==> src/rtl/rr_arbiter4way16_pkg.sv <==
// Shared definitions for the four-source packet-aware round-robin arbiter:
// source count, index width, FSM encoding, pointer reset value and the
// layout of the registered output beat.
package rr_arbiter4way16_pkg;

    localparam int NUM_SRC = 4;
    localparam int SRC_W   = 2;
    localparam int DATA_W  = 16;

    // ARB scans all sources; LOCKED only serves the source owning the packet.
    typedef enum logic {
        ARB    = 1'b0,
        LOCKED = 1'b1
    } arb_state_t;

    // Pointer starts at the last source so source 0 has first priority.
    localparam logic [SRC_W-1:0] PTR_RST = 2'd3;

    // One buffered output beat.
    typedef struct packed {
        logic [DATA_W-1:0] data;
        logic              last;
        logic [SRC_W-1:0]  src;
    } out_beat_t;

endpackage

==> src/rtl/rr_arbiter4way16_if.sv <==
// Bundle of the four source streams and the single merged output stream.
// The arbiter connects through the slave modport; whatever drives the
// sources and consumes the output uses the master modport.
interface rr_arbiter4way16_if;
    import rr_arbiter4way16_pkg::*;

    logic [DATA_W-1:0]  in_data0;
    logic [DATA_W-1:0]  in_data1;
    logic [DATA_W-1:0]  in_data2;
    logic [DATA_W-1:0]  in_data3;
    logic [NUM_SRC-1:0] in_valid;
    logic [NUM_SRC-1:0] in_last;
    logic [NUM_SRC-1:0] in_ready;
    logic [DATA_W-1:0]  out_data;
    logic               out_valid;
    logic               out_last;
    logic [SRC_W-1:0]   out_src;
    logic               out_ready;

    modport master (
        output in_data0, in_data1, in_data2, in_data3, in_valid, in_last, out_ready,
        input  in_ready, out_data, out_valid, out_last, out_src
    );

    modport slave (
        input  in_data0, in_data1, in_data2, in_data3, in_valid, in_last, out_ready,
        output in_ready, out_data, out_valid, out_last, out_src
    );

endinterface

==> src/rtl/rr_arbiter4way16_mux.sv <==
// Plain 4-way 16-bit multiplexer; the arbiter drives its select with the
// index of the currently granted source.
module Mux16bit4way (
    input  logic [15:0] a,
    input  logic [15:0] b,
    input  logic [15:0] c,
    input  logic [15:0] d,
    input  logic [1:0]  sel,
    output logic [15:0] y
);

    // Route the selected payload to the output.
    always_comb begin
        case (sel)
            2'd0:    y = a;
            2'd1:    y = b;
            2'd2:    y = c;
            default: y = d;
        endcase
    end

endmodule

==> src/rtl/rr_arbiter4way16.sv <==
// Four-source round-robin arbiter with optional packet locking. The winning
// source's beat is steered through the multiplexer into a one-entry output
// register that has its own valid/ready handshake.
module rr_arbiter4way16
    import rr_arbiter4way16_pkg::*;
#(
    parameter int LOCK_PACKETS = 1
) (
    input logic               clk,
    input logic               rst,
    rr_arbiter4way16_if.slave bus
);

    localparam bit LOCK_EN = (LOCK_PACKETS != 0);

    arb_state_t         state;
    logic [SRC_W-1:0]   ptr;
    logic [SRC_W-1:0]   lock_src;
    out_beat_t          out_q;
    logic               out_valid_q;

    logic               load_en;
    logic               grant_found;
    logic [SRC_W-1:0]   grant_idx;
    logic [SRC_W-1:0]   rr_idx;
    logic               rr_found;
    logic               accept;
    logic               sel_last;
    logic [DATA_W-1:0]  mux_data;
    logic [NUM_SRC-1:0] ready_vec;

    // First valid source after ptr, scanning ptr+1 .. ptr+4 (ptr itself last).
    // Returns {found, index}.
    function automatic logic [SRC_W:0] pick_rr(
        input logic [NUM_SRC-1:0] valid,
        input logic [SRC_W-1:0]   start
    );
        logic [SRC_W-1:0] idx;
        pick_rr = '0;
        for (int k = NUM_SRC; k >= 1; k--) begin
            idx = start + SRC_W'(k);
            if (valid[idx]) begin
                pick_rr = {1'b1, idx};
            end
        end
    endfunction

    // Choose the candidate source: the locked owner, or the rotating winner.
    always_comb begin
        {rr_found, rr_idx} = pick_rr(bus.in_valid, ptr);
        if (state == LOCKED) begin
            grant_idx   = lock_src;
            grant_found = bus.in_valid[lock_src];
        end else begin
            grant_idx   = rr_idx;
            grant_found = rr_found;
        end
    end

    assign load_en  = !out_valid_q || bus.out_ready;
    assign accept   = grant_found && load_en && !rst;
    assign sel_last = bus.in_last[grant_idx];

    // One-hot ready toward the granted source only when its beat is taken.
    always_comb begin
        ready_vec = '0;
        if (accept) begin
            ready_vec[grant_idx] = 1'b1;
        end
    end

    assign bus.in_ready = ready_vec;

    Mux16bit4way u_mux (
        .a   (bus.in_data0),
        .b   (bus.in_data1),
        .c   (bus.in_data2),
        .d   (bus.in_data3),
        .sel (grant_idx),
        .y   (mux_data)
    );

    // Arbitration FSM, pointer and output register advance together on accept.
    always_ff @(posedge clk or posedge rst) begin
        if (rst) begin
            state       <= ARB;
            ptr         <= PTR_RST;
            lock_src    <= '0;
            out_q       <= '0;
            out_valid_q <= 1'b0;
        end else if (accept) begin
            out_q       <= '{data: mux_data, last: sel_last, src: grant_idx};
            out_valid_q <= 1'b1;
            ptr         <= grant_idx;
            case (state)
                ARB: begin
                    if (LOCK_EN && !sel_last) begin
                        state    <= LOCKED;
                        lock_src <= grant_idx;
                    end
                end
                LOCKED: begin
                    if (sel_last) begin
                        state <= ARB;
                    end
                end
                default: state <= ARB;
            endcase
        end else if (out_valid_q && bus.out_ready) begin
            out_valid_q <= 1'b0;
        end
    end

    assign bus.out_data  = out_q.data;
    assign bus.out_last  = out_q.last;
    assign bus.out_src   = out_q.src;
    assign bus.out_valid = out_valid_q;

endmodule
==> src/flat_wrapper.sv <==
// flat-port wrapper written by rule: the top's interface ports become plain ports
module rr_arbiter4way16_flat import rr_arbiter4way16_pkg::*;
#(
    parameter int LOCK_PACKETS = 1
)
  (clk, rst, bus_in_data0, bus_in_data1, bus_in_data2, bus_in_data3, bus_in_valid, bus_in_last, bus_out_ready, bus_in_ready, bus_out_data, bus_out_valid, bus_out_last, bus_out_src);
  rr_arbiter4way16_if bus_i ();
  input logic clk;
  input logic rst;
  input wire logic [$bits(bus_i.in_data0)-1:0] bus_in_data0;
  input wire logic [$bits(bus_i.in_data1)-1:0] bus_in_data1;
  input wire logic [$bits(bus_i.in_data2)-1:0] bus_in_data2;
  input wire logic [$bits(bus_i.in_data3)-1:0] bus_in_data3;
  input wire logic [$bits(bus_i.in_valid)-1:0] bus_in_valid;
  input wire logic [$bits(bus_i.in_last)-1:0] bus_in_last;
  input wire logic [$bits(bus_i.out_ready)-1:0] bus_out_ready;
  output wire logic [$bits(bus_i.in_ready)-1:0] bus_in_ready;
  output wire logic [$bits(bus_i.out_data)-1:0] bus_out_data;
  output wire logic [$bits(bus_i.out_valid)-1:0] bus_out_valid;
  output wire logic [$bits(bus_i.out_last)-1:0] bus_out_last;
  output wire logic [$bits(bus_i.out_src)-1:0] bus_out_src;
  assign bus_i.in_data0 = bus_in_data0;
  assign bus_i.in_data1 = bus_in_data1;
  assign bus_i.in_data2 = bus_in_data2;
  assign bus_i.in_data3 = bus_in_data3;
  assign bus_i.in_valid = bus_in_valid;
  assign bus_i.in_last = bus_in_last;
  assign bus_i.out_ready = bus_out_ready;
  assign bus_in_ready = bus_i.in_ready;
  assign bus_out_data = bus_i.out_data;
  assign bus_out_valid = bus_i.out_valid;
  assign bus_out_last = bus_i.out_last;
  assign bus_out_src = bus_i.out_src;
  rr_arbiter4way16 #(.LOCK_PACKETS(LOCK_PACKETS)) u_core (.clk(clk), .rst(rst), .bus(bus_i));
endmodule
==> config.mk <==
export PLATFORM = sky130hd
export DESIGN_NAME = rr_arbiter4way16_flat
export DESIGN_NICKNAME = d
export VERILOG_FILES = /design/src/rtl/rr_arbiter4way16_pkg.sv /design/src/rtl/rr_arbiter4way16_if.sv /design/src/rtl/rr_arbiter4way16_mux.sv /design/src/rtl/rr_arbiter4way16.sv /design/src/flat_wrapper.sv
export SDC_FILE = /design/constraint.sdc
export NUM_CORES = 1
export LEC_CHECK = 0
export ABC_AREA = 1
export ABC_CLOCK_PERIOD_IN_PS = 5500
export BUFFER_PORTS_ARGS = -buffer_cell sky130_fd_sc_hd__clkbuf_2
export CAP_MARGIN = 20
export CORE_ASPECT_RATIO = 1.5
export CORE_MARGIN = 5
export CORE_UTILIZATION = 40
export DETAILED_ROUTE_END_ITERATION = 10
export PLACE_DENSITY = 0.74
export SKIP_CTS_REPAIR_TIMING = 1
export SYNTH_ARGS = -nofsm -noshare
export SYNTH_HDL_FRONTEND = slang
export SYNTH_SLANG_ARGS = --single-unit
==> constraint.sdc <==
create_clock -name clk -period 5.5 [get_ports clk]
set_clock_uncertainty 0.2 [all_clocks]
set_input_delay 0.825 -clock clk [delete_from_list [all_inputs] [get_ports clk]]
set_output_delay 0.825 -clock clk [all_outputs]
set_load 0.02 [all_outputs]
==> qor.txt, run 1 <==
Status -> finished clean
I/O pin count -> 99
Placed cells -> 445
Yosys reg bits -> 25
Total die area -> 6434 µm²
CTS tree -> done
Post-Layout Cell Count -> 449
DP Wirelength -> 4.380 mm
Power, Total -> 1.683 mW
Most numerous cell in the Yosys netlist -> nand2_1
Number of global-route vias before repair -> 2,062
HP Class -> reg -> reg
Internal Power -> 0.7369 mW
Final core occ -> 52.32%
GRT Util Overall -> 17.46%
H-tree levels -> 1
Async set-reset flop share out of synthesis -> 100.0%
Max-cap violations -> 0
Crit path required time -> 4470 ps
Largest net degree at the start of global routing -> 39
GP Congestion -> 0.8719
Starting Density -> 40.79%
Hold_sp -> u_core.bus.out_data[2]
Cell Pwr Density -> 668.9 nW/µm²
Power share of the clock group -> 6.2%
Max-slew headroom -> 74.11%
Register area share after synthesis -> 32.02%
Share of layout cells above drive strength 1 -> 43.34%
Lkg Pwr -> 1.394 nW
Via density per instance -> 4.628
Detailed-route wire length -> 5.308 mm
# clock sinks -> 25
Tcrit/Tclk final -> 65.52%
Yosys warns -> 0
Post-synth top area share -> 29.34%
Global-route wire length before repair -> 8.735 mm
Top FF cell, synth -> dfrtp_1
Final Max Tran Viols -> 0
Fin. Hold Viols -> 0
Critical Path Start Type -> primary input
Sequential power share -> 20.8%
Area growth, synth to finish -> 28.25%
Placed Area -> 2471 µm²
Die Ht -> 95.78 µm
Setup TNS -> 0 ps
Post-route cell area -> 2516 µm²
First drt pass iteration count -> 4
Area leader, netlist -> dfrtp_1
Initial antenna violation count -> 0
Worst Path Max Fanout -> 38
Max Freq -> 0.2775 GHz
Fin nets -> 459
Filler cell count -> 533
Insertion delay to the later sink of the worst-skew pair -> 260 ps
WHS -> 294.5 ps
Ranking of synthesized cells by instance count -> nand2_1 (116), nor2_1 (31), dfrtp_1 (23)
Crit path DAT -> 2580 ps
Crit path kind -> in -> out
Post-synth EDFFs -> 0
Synth top area cells -> dfrtp_1 (29%), nand2_1 (22%), nor2_2 (6.7%)
Synth Instances -> 288
Root Driver -> clkbuf_8
CTS Buffer Depth -> 2
FP Rows -> 31
Final setup margin -> 1897 ps
Worst slack at placement -> 1851 ps
DRT iter0 DRCs -> 79
CTS clk-pin slew, worst paths -> 80 ps
CTS Buf Count -> 3
Slew at the pin closest to its max-slew limit -> 387.8 ps
Final Critical Period -> 3603 ps
Max VDD drop -> 0.0002659 V
RSZ-0062 raised after global routing -> no
Seq. cell area -> 628.1 µm²
CP Capture Type -> primary output
Switching share of total power -> 56.21%
Total core area -> 4810 µm²
Vias -> 2,078
NetSw -> 0.9461 mW
Grt ovf -> 0
Unique cell type count in the Yosys netlist -> 27
Residual DRC -> 0
Mapped Area -> 1962 µm²
FF-to-FF Start -> u_core.ptr[0]
Setup-failing EPs final -> 0
DIE WIDTH -> 67.18 µm
Combinational share of power -> 73.0%
Footprint of the multi-input gates -> 1166 µm²
Crit path launch -> rst
Post-Syn Nets -> 363
Port bufs -> 98
Ant. Diodes -> 0
Avg Cell Area, Syn -> 6.812 µm²
Routed Antenna Nets -> 0
WL/cell -> 11.82 µm
-- power by group through the flow --
stage                     clock network [mW]  logic, mW  registers, mW
after floorplan                            0      0.946          0.426
after detailed placement                   0       1.25          0.354
final                                  0.104       1.23          0.350
after global placement                     0       1.22          0.353
after global routing                   0.117       1.39          0.363
after CTS                              0.109       1.25          0.351
-- critical path: stages --
cell and delay (ps):
clkbuf_2 80, inv_1 40, buf_4 300, o21ai_0 140
a21oi_1 130, nand2_1 150, inv_1 80, buf_4 330
nand2_1 180, nor2_1 140, clkbuf_2 180
-- path summary, 6_finish.rpt --
path / end / slack [ps] / cells after the start
worst min-delay path: u_core.bus.out_data[2] / 290 / 2
worst max-delay path: bus_in_ready[3] / 1900 / 11
worst max register to register: u_core.bus.out_data[5] / 2970 / 16
worst min register to register: u_core.bus.out_data[2] / 290 / 2
min in group asynchronous: u_core.bus.out_valid / 380 / 3
max in group asynchronous: u_core.ptr[0] / 4440 / 3
-- area by class of cell --
type	instances	area share (%)
clock buffers	4	1.790
inverters	21	3.531
multi-input cells	233	46.35
flip-flops and latches	25	24.96
well taps	66	3.282
repair buffers	100	20.09
-- sequential cells by signal (all words and copies together), names as in the netlist --
name / cells
u_core.bus.out_data: 16
u_core.bus.out_last: 1
u_core.bus.out_src: 2
u_core.bus.out_valid: 1
u_core.lock_src: 2
u_core.ptr: 2
u_core.state: 1
-- cell families after synthesis --
kind of cell	Yosys count	synth area share (%)
and+or+nand+nor	219	55.61
DFF	25	32.02
buffers and inverters	30	8.545
AOI/OAI and AO/OA	14	3.826
-- routing by layer --
layer  GRT usage (%)  wire length [µm]
met5               0                 0
met2           34.70              2971
met4           6.768               130
met1           17.46              1915
met3           2.570               290
-- layout by cell type (no fill, tap or decap), types with 2 or more instances in the layout --
master,instances
nand2_1,116
clkbuf_2,98
nor2_1,31
dfrtp_1,23
nor2_2,21
nand2_2,15
inv_1,14
nand3_1,13
nand3_2,12
o21ai_0,8
inv_2,5
a21oi_1,3
nand4_1,3
clkbuf_8,3
nor3_1,2
inv_6,2
nor2_8,2
buf_4,2
dfstp_2,2
Note: power is estimated with default switching activity, not from simulation.
==> inputs of run 2 (changes only) <==
ABC_CLOCK_PERIOD_IN_PS = 3200   (was 5500)
PLACE_DENSITY = 0.76   (was 0.74)
clock period = 3.2 ns   (was 5.5 ns; I/O delays follow)
==> qor.txt, run 2 (synthesis gave the netlist of run 1 again) <==
Largest register FFs -> 16 (unchanged)
Largest net degree at the start of global routing -> 38 (-2.6%)
Slew at the pin closest to its max-slew limit -> 384.9 ps (-2.960 ps)
Max-cap violations -> 0 (unchanged)
Insertion delay to the later sink of the worst-skew pair -> 260 ps (about the same)
Sequential power share -> 20.8% (about the same)
GP Congestion -> 0.9382 (+7.6%)
Root Driver -> clkbuf_8
Lkg Pwr -> 1.397 nW (+0.20%)
Die Ht -> 95.78 µm (unchanged)
Critical Path Start Type -> flop
Internal Power -> 1.264 mW (+72%)
CP Capture Type -> primary output
Crit path kind -> reg -> out
WP buf/inv -> 3 (-3)
Vias -> 2,100 (+1.1%)
Global-route wire length before repair -> 8.811 mm (+0.87%)
Commonest non-fill, non-tap cell in the layout -> nand2_1
Final Max Tran Viols -> 0 (unchanged)
HP Class -> in -> async
Max VDD drop -> 0.0005802 V (+120%)
Fin. Hold Viols -> 0 (unchanged)
DP Wirelength -> 4.250 mm (-3.0%)
Starting Density -> 40.79% (unchanged)
Number of global-route vias before repair -> 2,105 (+2.1%)
CTS clk-pin slew, worst paths -> 80 ps (about the same)
Crit path required time -> 2520 ps (-1950 ps)
RSZ-0062 raised after global routing -> no
NetSw -> 1.597 mW (+69%)
Worst slack at placement -> 620.0 ps (-1231 ps)
Cell Pwr Density -> 1136 nW/µm² (+70%)
Routed Antenna Nets -> 0 (unchanged)
Fin nets -> 459 (unchanged)
Final Critical Period -> 2885 ps
Status -> finished clean
FP Rows -> 31 (unchanged)
Worst path slowest cell -> dfstp_2
Commonest cells after routing, fill and taps aside -> nand2_1 (116), clkbuf_2 (98), nor2_1 (31)
I/O pin count -> 99 (unchanged)
Via density per instance -> 4.677 (+1.1%)
Port bufs -> 98 (unchanged)
Total core area -> 4810 µm² (unchanged)
Worst Path Max Fanout -> 11 (-71%)
Ant. Diodes -> 0 (unchanged)
DRT iter0 DRCs -> 55 (-30%)
First drt pass iteration count -> 4 (unchanged)
Setup-failing EPs final -> 0 (unchanged)
Critical path's largest stage delay -> 640 ps (+310 ps)
CP cell instances -> inv_2 > nand2_1 > nand2_1 > nand2_1 > nand2_1 > nand2_2 > nand2_1 > nand2_2 > nand3_4 > nand2_4 > inv_6 > nor3_1 > clkbuf_2
GRT Util Overall -> 17.33% (-0.13 points)
CTS Buffer Depth -> 2 (unchanged)
Combinational share of power -> 73.0% (about the same)
WL/cell -> 11.31 µm (-4.4%)
Max-slew headroom -> 74.28% (+0.17 points)
H-tree levels -> 1 (unchanged)
CTS Buf Count -> 3 (unchanged)
Critical path's top delay family -> simple AND/OR/NAND/NOR gates
# clock sinks -> 25 (unchanged)
Grt ovf -> 0 (unchanged)
DIE WIDTH -> 67.18 µm (unchanged)
Detailed-route wire length -> 5.076 mm (-4.4%)
Tcrit/Tclk final -> 90.16%
Initial antenna violation count -> 0 (unchanged)
Filler cell count -> 520 (-2.4%)
CTS tree -> done
Crit path DAT -> 2210 ps (-370 ps)
Residual DRC -> 0 (unchanged)
Max Freq -> 0.3466 GHz
Switching share of total power -> 55.82% (-0.39 points)
Setup TNS -> 0 ps (unchanged)
Power share of the clock group -> 6.2% (about the same)
Share of layout cells above drive strength 1 -> 43.60% (+0.26 points)
Crit-path most repeated cell -> nand2_1
Final setup margin -> 314.8 ps (-1582 ps)
Total die area -> 6434 µm² (unchanged)
Area growth, synth to finish -> 28.32% (about the same)
run 2: final timing paths:
| check | start | endpoint | slack [ps] | cells past startpoint |
|---|---|---|---|---|
| max reg2reg | u_core.ptr[0] | u_core.bus.out_data[1] | 710 | 16 |
| max | u_core.ptr[0] | bus_in_ready[0] | 310 | 13 |
| min | rst | u_core.bus.out_src[0] | 60 | 3 |
| min in group clk | bus_out_ready | u_core.bus.out_valid | 220 | 2 |
| max in group asynchronous | rst | u_core.ptr[1] | 2450 | 3 |
| min reg2reg | u_core.bus.out_src[1] | u_core.bus.out_src[1] | 290 | 2 |
run 2: final cells by class:
type,instances,area [µm²],share of cell area (%)
repair buffers,100,505.5,20.08
multi-input cells,233,1166,46.32
clock buffers,3,41.29,1.640
clock inverters,1,5.005,0.1988
well taps,66,82.58,3.280
inverters,21,88.84,3.529
flip-flops and latches,25,628.1,24.95
run 2: worst register-to-register path: cells and delay by family, from the launching register on:
kind,cells,cell delay [ps]
buffers and inverters,3,540
DFF,1,640
and+or+nand+nor,13,1050
run 2: stage by stage:
stage,std cells,power [mW],utilization (%),area [µm²],hold slack [ps]
6_report,449,2.861,52.34,2517,64.04
5_1_grt,449,3.187,52.34,2517,97.50
4_1_cts,449,2.918,52.34,2517,66.85
3_5_place_dp,445,2.734,51.38,2471,273.0
3_3_place_gp,445,2.694,51.38,2471,267.6
2_1_floorplan,288,2.358,-,1962,284.8
run 2: power by group through the flow:
stage / logic [mW] / registers (mW) / clock network [mW]
after floorplan: 1.63 / 0.732 / 0
after global placement: 2.09 / 0.599 / 0
after detailed placement: 2.13 / 0.601 / 0
after CTS: 2.13 / 0.596 / 0.188
after global routing: 2.36 / 0.623 / 0.200
final: 2.09 / 0.594 / 0.179
run 2: metal layers:
layer | up-vias | routed length, µm | GRT usage (%)
li1 | 1079 | - | -
met1 | 945 | 1859 | 18.53
met2 | 64 | 2790 | 33.31
met3 | 12 | 275 | 2.103
met4 | 0 | 151 | 6.937
met5 | - | 0 | 0
